## src/rtl/bin2bcd_pkg.sv

```systemverilog
// Shared types and constants for the sequential binary-to-BCD converter.
// Used by bin2bcd_seq and bcd_digit_adjust.
package bin2bcd_pkg;

  typedef enum logic [1:0] {
    IDLE  = 2'd0,
    SHIFT = 2'd1,
    DONE  = 2'd2
  } state_t;

  localparam int BCD_DIGIT_W = 4;
  localparam logic [BCD_DIGIT_W-1:0] ADJ_THRESH = 4'd5;
  localparam logic [BCD_DIGIT_W-1:0] ADJ_OFFSET = 4'd3;
  localparam logic [BCD_DIGIT_W-1:0] DIGIT_MAX  = 4'd9;

  // Decimal digits of 2^width-1 = floor(width*log10(2)) + 1.
  function automatic int min_digits(input int width);
    return (width * 30103) / 100000 + 1;
  endfunction

endpackage

```

## src/rtl/bcd_digit_adjust.sv

```systemverilog
// Combinational add-3 correction for one BCD digit, applied before each shift.
// Codes 10-15 never occur in a well-formed working register; they collapse to 0.
module bcd_digit_adjust
  import bin2bcd_pkg::*;
(
  input  logic [BCD_DIGIT_W-1:0] digit_i,
  output logic [BCD_DIGIT_W-1:0] digit_o
);

  always_comb begin
    if (digit_i > DIGIT_MAX) begin
      digit_o = '0;
    end else if (digit_i >= ADJ_THRESH) begin
      digit_o = digit_i + ADJ_OFFSET;
    end else begin
      digit_o = digit_i;
    end
  end

endmodule

```

## src/rtl/bin2bcd_seq.sv

```systemverilog
// Sequential double-dabble converter: one input bit per clock, start/done handshake.
// Define BIN2BCD_SIGNED_EN to treat bin_in as two's complement and add sign_out.
module bin2bcd_seq
  import bin2bcd_pkg::*;
#(
  parameter int WIDTH  = 8,
  parameter int DIGITS = 3
) (
  input  logic                          clk,
  input  logic                          rst,
  input  logic                          start,
  input  logic [WIDTH-1:0]              bin_in,
  output logic                          ready,
  output logic                          done,
  output logic [BCD_DIGIT_W*DIGITS-1:0] bcd_out,
`ifdef BIN2BCD_SIGNED_EN
  output logic                          sign_out,
`endif
  output logic                          overflow
);

  localparam int BCD_W = BCD_DIGIT_W * DIGITS;
  localparam int CNT_W = $clog2(WIDTH + 1);

  state_t             state_q, state_d;
  logic [CNT_W-1:0]   cnt_q, cnt_d;
  logic [WIDTH-1:0]   shift_q, shift_d;
  logic [BCD_W-1:0]   work_q, work_d;
  logic               ovf_acc_q, ovf_acc_d;
  logic [BCD_W-1:0]   bcd_out_q, bcd_out_d;
  logic               overflow_q, overflow_d;
  logic               done_q, done_d;
  logic [BCD_W-1:0]   adj_work;
  logic [WIDTH-1:0]   operand;

`ifdef BIN2BCD_SIGNED_EN
  logic sign_q, sign_d;
  logic sign_out_q, sign_out_d;

  // The magnitude of -2^(WIDTH-1) is 2^(WIDTH-1), which still fits unsigned.
  assign operand = bin_in[WIDTH-1] ? (-bin_in) : bin_in;
`else
  assign operand = bin_in;
`endif

  genvar gi;
  generate
    for (gi = 0; gi < DIGITS; gi++) begin : g_adj
      bcd_digit_adjust u_adj (
        .digit_i (work_q[gi*BCD_DIGIT_W +: BCD_DIGIT_W]),
        .digit_o (adj_work[gi*BCD_DIGIT_W +: BCD_DIGIT_W])
      );
    end
  endgenerate

  always_comb begin
    state_d    = state_q;
    cnt_d      = cnt_q;
    shift_d    = shift_q;
    work_d     = work_q;
    ovf_acc_d  = ovf_acc_q;
    bcd_out_d  = bcd_out_q;
    overflow_d = overflow_q;
    done_d     = 1'b0;
`ifdef BIN2BCD_SIGNED_EN
    sign_d     = sign_q;
    sign_out_d = sign_out_q;
`endif
    case (state_q)
      IDLE: begin
        if (start) begin
          shift_d   = operand;
          work_d    = '0;
          ovf_acc_d = 1'b0;
          cnt_d     = CNT_W'(WIDTH);
`ifdef BIN2BCD_SIGNED_EN
          sign_d    = bin_in[WIDTH-1];
`endif
          state_d   = SHIFT;
        end
      end
      SHIFT: begin
        // A carry out of the top digit means the value does not fit; the
        // remaining digits still hold the value modulo 10^DIGITS.
        work_d    = {adj_work[BCD_W-2:0], shift_q[WIDTH-1]};
        shift_d   = {shift_q[WIDTH-2:0], 1'b0};
        ovf_acc_d = ovf_acc_q | adj_work[BCD_W-1];
        cnt_d     = cnt_q - CNT_W'(1);
        if (cnt_q == CNT_W'(1)) begin
          state_d = DONE;
        end
      end
      DONE: begin
        bcd_out_d  = work_q;
        overflow_d = ovf_acc_q;
        done_d     = 1'b1;
`ifdef BIN2BCD_SIGNED_EN
        sign_out_d = sign_q;
`endif
        state_d    = IDLE;
      end
      default: begin
        state_d = IDLE;
      end
    endcase
  end

  always_ff @(posedge clk) begin
    if (rst) begin
      state_q    <= IDLE;
      cnt_q      <= '0;
      shift_q    <= '0;
      work_q     <= '0;
      ovf_acc_q  <= 1'b0;
      bcd_out_q  <= '0;
      overflow_q <= 1'b0;
      done_q     <= 1'b0;
`ifdef BIN2BCD_SIGNED_EN
      sign_q     <= 1'b0;
      sign_out_q <= 1'b0;
`endif
    end else begin
      state_q    <= state_d;
      cnt_q      <= cnt_d;
      shift_q    <= shift_d;
      work_q     <= work_d;
      ovf_acc_q  <= ovf_acc_d;
      bcd_out_q  <= bcd_out_d;
      overflow_q <= overflow_d;
      done_q     <= done_d;
`ifdef BIN2BCD_SIGNED_EN
      sign_q     <= sign_d;
      sign_out_q <= sign_out_d;
`endif
    end
  end

  assign ready    = (state_q == IDLE);
  assign done     = done_q;
  assign bcd_out  = bcd_out_q;
  assign overflow = overflow_q;
`ifdef BIN2BCD_SIGNED_EN
  assign sign_out = sign_out_q;
`endif

endmodule

```

## config.mk

```make
export PLATFORM = sky130hd
export DESIGN_NAME = bin2bcd_seq
export DESIGN_NICKNAME = d
export VERILOG_FILES = /design/src/rtl/bin2bcd_pkg.sv /design/src/rtl/bcd_digit_adjust.sv /design/src/rtl/bin2bcd_seq.sv
export SDC_FILE = /design/constraint.sdc
export NUM_CORES = 1
export LEC_CHECK = 0
export BUFFER_PORTS_ARGS = -buffer_cell sky130_fd_sc_hd__buf_2
export CORE_MARGIN = 2
export CORE_UTILIZATION = 60
export CTS_BUF_LIST = sky130_fd_sc_hd__clkbuf_16
export DETAILED_ROUTE_END_ITERATION = 16
export GPL_TIMING_DRIVEN = 0
export PLACE_DENSITY = 0.83
export SETUP_SLACK_MARGIN = 0.5
export SYNTH_ARGS = -nofsm -noshare
export SYNTH_HDL_FRONTEND = slang
export SYNTH_SLANG_ARGS = --single-unit
```

## constraint.sdc

```tcl
create_clock -name clk -period 2.9 [get_ports clk]
set_input_delay 0.29 -clock clk [delete_from_list [all_inputs] [get_ports clk]]
set_output_delay 0.29 -clock clk [all_outputs]
set_load 0.05 [all_outputs]
```

==> key figures, run 1 <==
Logic synthesis
  – Net count after synthesis: 254
  – Yosys reg bits: 41
  – Mean Syn Cell Area: 8.31 µm²
  – Synth Warn #: 0
  – Ys flop type: dfxtp_1
  – Syn Inst Count: 235
  – Ys async rst share: 0%
  – EDFF count, synth: 0
  – Synth cell types: 35
  – Post-Syn Area: 1950 µm²
  – Post-synthesis sequential area ratio: 42.1%

Setup path
  – Slowest stage delay, CP: 0.35 ns
  – Startpoint types: flop
  – Worst path top cell family by delay: buffers and inverters
  – Critical path's slowest cell: dfxtp_1
  – Cells along the critical path: buf_2 -> nor2_1 -> buf_2
  – Buf+Inv Stages, Crit Path: 2
  – Critical path class: reg2out
  – Most numerous cell on the critical path: buf_2
  – Crit end category: output port
  – Critical Path RT: 2.61 ns
  – WP data arrival: 1.36 ns
  – Crit Path Max Fanout: 10

Place
  – Post-DP HPWL: 2870 µm
  – Pre-CTS worst setup slack: 1.35 ns
  – Cell Area, Placed: 2130 µm²
  – Routability cong.: 0.831
  – Input/output buffers: 24
  – Placed insts: 303

Route
  – Initial DRC count: 97
  – DRC Markers: 0
  – Detailed-route wire length: 4050 µm
  – Wirelength per Cell: 13.1 µm
  – Remaining antenna violation count: 0
  – Via/cell ratio: 5.53
  – Via count: 1710
  – Pre-Repair DR Iteration Count: 4

Die
  – Core area: 3080 µm²
  – Rows: 20
  – Die Ht: 61.0 µm
  – # IOs: 26
  – DIE WIDTH: 61.0 µm
  – DIE AREA: 3730 µm²
  – Initial core utilization: 63.4%

STA
  – Final Cycle Share: 56.9%
  – Final Max Slew Viols: 0
  – Setup violators final: 0
  – Slew HR: 65.1%
  – Final Skew: 0.00476 ns
  – Setup TNS: 0 ns
  – Final Hold Vio Count: 0
  – RSZ-0062 raised after global routing: false
  – Worst-Margin Slew: 0.523 ns
  – F_max: 606 MHz
  – Setup ws final: 1.25 ns
  – Tmin final: 1.65 ns

Clocking
  – Skew-Pair Late Insertion Delay: 0.28 ns
  – CTS sink cnt: 41
  – Post-CTS Setup Inserts: 0
  – Hold Buf Count CTS: 0
  – TritonCTS clock tree: built
  – Worst-case clock buffer depth: 2
  – Cts repair resizes: 0
  – Clock Pin Slew Worst Setup and Hold Paths: 0.06 ns
  – CTS H-Tree Depth: 2
  – Num CTS Buffers: 5
  – CTS Root Cell: clkbuf_16

Power
  – P per Cell Area: 547 nW/µm²
  – Leakage: 0.932 nW
  – Design Power: 0.00124 W
  – Worst VDD drop: 0.342 mV

Global route
  – GRT met2 Usage: 41.8%
  – Met3 Use GR: 6.93%
  – Top Usage Layer GRT: met2
  – Gr usage total: 24.5%
  – Vias in the first global route: 1570
  – Initial antenna violation count: 0
  – Met1 Usage GRT: 28.5%
  – Largest net degree at the start of global routing: 12
  – Congestion Overflow GR: 0
  – First-pass GRT wire length: 6600 µm

Layout
  – Storage element area: 821 µm²
  – Number of fill cells: 262
  – Synth-to-layout area growth: 15.6%
  – Area of the multi-input gates: 998 µm²
  – Final Instance Area: 2260 µm²
  – Final nets: 285
  – Cell Count, Final, Fillers Out: 309
  – Layout cell share with drive strength beyond 1: 19.2%
  – Diodes inserted: 0

Worst hold path
  – Worst Hold Class: in2reg

Flow run
  – Max cap viols: 0

Outcome
  – Status: completed
==> flip-flops by register name, indices dropped and copies added (netlist names) <==
signal / count
bcd_out: 12
cnt_q: 4
done: 1
overflow: 1
ovf_acc_q: 1
shift_q: 8
state_q: 2
work_q: 12
==> cells by family (layout without fill, tap and decap cells) <==
family          count (synthesis)  count (layout)  synth area share [%]
simple gates                   88              88                  20.4
compound gates                 66              66                  22.6
flops                          41              41                  42.1
buf+inv                        26              56                  6.79
fa+ha+maj                       8               8                  5.13
mux                             4               4                  2.18
xor+xnor                        2               2                 0.898
==> power breakdown <==
part           internal (W)  switching (W)
Sequential         0.000582      0.0000132
Clock              0.000307       0.000204
Combinational     0.0000564      0.0000731
Total              0.000945       0.000290
==> path summary, 6_finish.rpt <==
path / start / to / slack [ns] / cells after the start
setup / recovery: state_q[1]$_SDFFE_PP0P_ / ready / 1.25 / 3
setup reg to reg: work_q[4]$_SDFFE_PP0P_ / work_q[6]$_SDFFE_PP0P_ / 1.30 / 6
hold / removal: bin_in[0] / shift_q[0]$_SDFFE_PP0P_ / 0.24 / 3
hold reg to reg: bcd_out[0]$_SDFFE_PP0P_ / bcd_out[0]$_SDFFE_PP0P_ / 0.45 / 2
==> area by class of cell <==
cell class / count / area share, %
multi-input cells: 168 / 44.2
flip-flops and latches: 41 / 36.4
clock buffers: 5 / 5.54
repair buffers: 24 / 5.32
plain buffers: 15 / 4.05
well taps: 44 / 2.44
inverters: 11 / 1.83
clock inverters: 1 / 0.222
==> through the flow <==
stage	hold WS (ns)	util, %
3_5_place_dp	0.443	69.1
2_1_floorplan	0.432	-
3_3_place_gp	0.439	69.1
5_1_grt	0.278	73.3
6_report	0.244	73.3
4_1_cts	0.242	73.3
==> routing by layer <==
| metal | vias up | part of all wire [%] |
|---|---|---|
| li1 | 870 | - |
| met1 | 799 | 46 |
| met4 | 0 | 1.7 |
| met3 | 7 | 3.8 |
| met2 | 34 | 49 |
| met5 | - | 0 |
==> cell usage after synthesis (3+ instances only) <==
| cell | n | area (µm²) |
|---|---|---|
| buf_6 | 3 | 33.8 |
| nand3_1 | 4 | 20.0 |
| and2_1 | 3 | 18.8 |
| nor2_1 | 24 | 90.1 |
| o21bai_1 | 3 | 22.5 |
| nand2b_1 | 7 | 43.8 |
| nor2b_1 | 6 | 37.5 |
| a22oi_1 | 3 | 22.5 |
| a32o_1 | 4 | 40.0 |
| nor3_1 | 5 | 25.0 |
| o221a_2 | 7 | 78.8 |
| clkbuf_1 | 5 | 18.8 |
| buf_2 | 4 | 20.0 |
| inv_1 | 11 | 41.3 |
| o21ai_0 | 7 | 35.0 |
| ha_1 | 8 | 100 |
| nand2_1 | 35 | 131 |
| a21oi_1 | 33 | 165 |
| dfxtp_1 | 41 | 821 |
==> worst register-to-register path: cells and delay by family, from the launching register on <==
kind | cells | cell delay (ns)
AOI/OAI and AO/OA | 2 | 0.39
adders and majority gates | 1 | 0.22
buffers and inverters | 1 | 0.12
DFF | 1 | 0.34
muxes | 1 | 0.36
and+or+nand+nor | 1 | 0.09
==> cell usage in the layout (no fill, tap or decap), types with 7 or more instances in the layout <==
master    count
o221a_2       7
o21ai_0       7
buf_2        28
nand2b_1      7
nor2_1       24
a21oi_1      33
dfxtp_1      41
inv_1        11
nand2_1      35
ha_1          8
(Power assumes the default switching activity.)
==> inputs of run 2 (changes only) <==
--- a/config.mk
+++ b/config.mk
@@ -7,11 +7,11 @@
 export LEC_CHECK = 0
 export BUFFER_PORTS_ARGS = -buffer_cell sky130_fd_sc_hd__buf_2
 export CORE_MARGIN = 2
-export CORE_UTILIZATION = 60
+export CORE_UTILIZATION = 56
 export CTS_BUF_LIST = sky130_fd_sc_hd__clkbuf_16
 export DETAILED_ROUTE_END_ITERATION = 16
 export GPL_TIMING_DRIVEN = 0
-export PLACE_DENSITY = 0.83
+export PLACE_DENSITY = 0.78
 export SETUP_SLACK_MARGIN = 0.5
 export SYNTH_ARGS = -nofsm -noshare
 export SYNTH_HDL_FRONTEND = slang
==> constraint.sdc (replaced) <==
create_clock -name clk -period 1.7 [get_ports clk]
set_input_delay 0.17 -clock clk [delete_from_list [all_inputs] [get_ports clk]]
set_output_delay 0.17 -clock clk [all_outputs]
set_load 0.05 [all_outputs]
==> run 2 against run 1 <==
  * Via count is 15% higher
  * Largest power group is now the clock network
  * Critical endpoint is now work_q[5]$_SDFFE_PP0P_
  * Clock power up 110%
  * First-iteration DRC count increased by 36%
  * Highest routed layer unchanged
  * Critical path depth up 3
  * Design area up 28%
==> key figures, run 2 (synthesis results as in run 1) <==
Layout
  – Number of fill cells: 173
  – Most common cell after layout, fill and taps aside: nand2_1
  – Commonest non-fill, non-tap cells in the layout: nand2_1 (34), dfxtp_1 (31), buf_4 (24), a21oi_1 (23), buf_2 (23)
  – Final Instance Area: 2890 µm²
  – Diodes inserted: 0
  – Layout cell share with drive strength beyond 1: 49.0%
  – Synth-to-layout area growth: 48.2%
  – Final nets: 310

Global route
  – Vias in the first global route: 1793
  – Largest net degree at the start of global routing: 14
  – Gr usage total: 25.9%
  – First-pass GRT wire length: 8080 µm
  – Congestion Overflow GR: 0
  – Initial antenna violation count: 0

Die
  – DIE WIDTH: 63.0 µm
  – Die Ht: 63.0 µm
  – DIE AREA: 3970 µm²
  – Rows: 21
  – # IOs: 26
  – Initial core utilization: 58.5%
  – Core area: 3340 µm²

STA
  – Worst-Margin Slew: 0.545 ns
  – Setup TNS: 0 ns
  – Slew HR: 63.7%
  – Final Skew: 0.00593 ns
  – RSZ-0062 raised after global routing: true
  – Final Cycle Share: 79.8%
  – Setup violators final: 0
  – Final Max Slew Viols: 0
  – F_max: 738 MHz
  – Tmin final: 1.36 ns
  – Final Hold Vio Count: 0

Setup path
  – Critical path's slowest cell: dfxtp_4
  – Worst setup startpoint: work_q[4]$_SDFFE_PP0P_
  – Worst reg2reg path depth: 6
  – Crit Path Max Fanout: 4
  – Cells along the critical path: inv_4 -> ha_4 -> o21bai_1 -> a21oi_2 -> a21bo_2 -> o32ai_1
  – Critical register-to-register path startpoint: work_q[4]$_SDFFE_PP0P_
  – WP data arrival: 1.54 ns
  – Critical path class: reg2reg
  – Worst path top cell family by delay: compound AO/OA/AOI/OAI gates
  – Buf+Inv Stages, Crit Path: 1
  – CP Capture Point: work_q[5]$_SDFFE_PP0P_
  – Startpoint types: flop
  – Slowest stage delay, CP: 0.37 ns
  – Reg-to-reg endpoint: work_q[5]$_SDFFE_PP0P_
  – Critical Path RT: 1.89 ns
  – Reg2reg setup slack: 0.34 ns
  – Crit end category: flop
  – Levels on crit path: 6

Clocking
  – Hold Buf Count CTS: 0
  – CTS sink cnt: 41
  – Worst-case clock buffer depth: 2
  – TritonCTS clock tree: built
  – Skew-Pair Late Insertion Delay: 0.29 ns
  – CTS H-Tree Depth: 2
  – Num CTS Buffers: 5
  – Clock Pin Slew Worst Setup and Hold Paths: 0.06 ns
  – CTS Root Cell: clkbuf_16

Route
  – Pre-Repair DR Iteration Count: 4
  – Remaining antenna violation count: 0
  – Detailed-route wire length: 5900 µm
  – Via/cell ratio: 5.81
  – Initial DRC count: 132
  – DRC Markers: 0
  – Wirelength per Cell: 17.4 µm
  – Via count: 1963

Power
  – Worst VDD drop: 0.713 mV
  – P per Cell Area: 842 nW/µm²
  – Leakage: 1.18 nW

Worst hold path
  – Worst Hold Class: in2reg

Place
  – Post-DP HPWL: 3030 µm
  – Cell Area, Placed: 2260 µm²
  – Routability cong.: 0.804
  – Input/output buffers: 24

Flow run
  – Max cap viols: 0

Outcome
  – Status: completed
-- run 2: area by class of cell --
type                       count  area (µm²)  share of cell area, %
clock buffer                   5         125                   4.33
multi-input combinational    168        1300                   44.9
tap                           46        57.6                   1.99
clock inverter                 3        41.3                   1.43
timing repair buffer          49         322                   11.1
inverter                      11        56.3                   1.95
sequential                    41         851                   29.4
buffer                        15         140                   4.84
-- run 2: worst min path at each step --
stage / startpoint / end / slack, ns / cells past startpoint
floorplan: bin_in[0] / shift_q[0]$_SDFFE_PP0P_ / 0.32 / 2
detailed placement: bin_in[0] / shift_q[0]$_SDFFE_PP0P_ / 0.42 / 3
CTS: bin_in[0] / shift_q[0]$_SDFFE_PP0P_ / 0.13 / 3
global placement: bin_in[0] / shift_q[0]$_SDFFE_PP0P_ / 0.41 / 3
global route: bin_in[0] / shift_q[0]$_SDFFE_PP0P_ / 0.13 / 3
finish: bin_in[0] / shift_q[0]$_SDFFE_PP0P_ / 0.12 / 3
-- run 2: layer usage --
layer	vias to the layer above	part of all wire, %	GRT usage (%)
met5	-	0	0
met4	0	2.5	6.94
met1	950	40	31.0
li1	926	-	-
met3	18	5.0	5.77
met2	69	52	46.3
-- run 2: per-stage QoR --
stage               utilization [%]  power (W)  hold slack, ns  std cells  setup WS (ns)
floorplan                         -    0.00121           0.318        235          0.437
global placement               67.8    0.00126           0.414        305          0.336
detailed placement             67.8    0.00127           0.419        305          0.312
CTS                            77.9    0.00233           0.127        329          0.396
global route                   86.7    0.00251           0.126        338          0.278
finish                         86.7    0.00244           0.124        338          0.344
-- run 2: repair_timing --
action                     in CTS  in global routing
pin swaps                       5                 14
buffers inserted               16                  9
gates resized for setup        19                 62
setup endpoints to repair      33                 38
-- run 2: power by group --
| part | total, W | switching [W] | internal (W) |
|---|---|---|---|
| Clock | 0.00106 | 0.000376 | 0.000687 |
| Combinational | 0.000353 | 0.000181 | 0.000172 |
| Sequential | 0.00102 | 0.0000347 | 0.000986 |
-- run 2: worst register-to-register path, stage by stage, from the launching register on --
cell and delay [ns]:
dfxtp_4 0.37, inv_4 0.07, ha_4 0.15, o21bai_1 0.09, a21oi_2 0.22, a21bo_2 0.25
o32ai_1 0.11
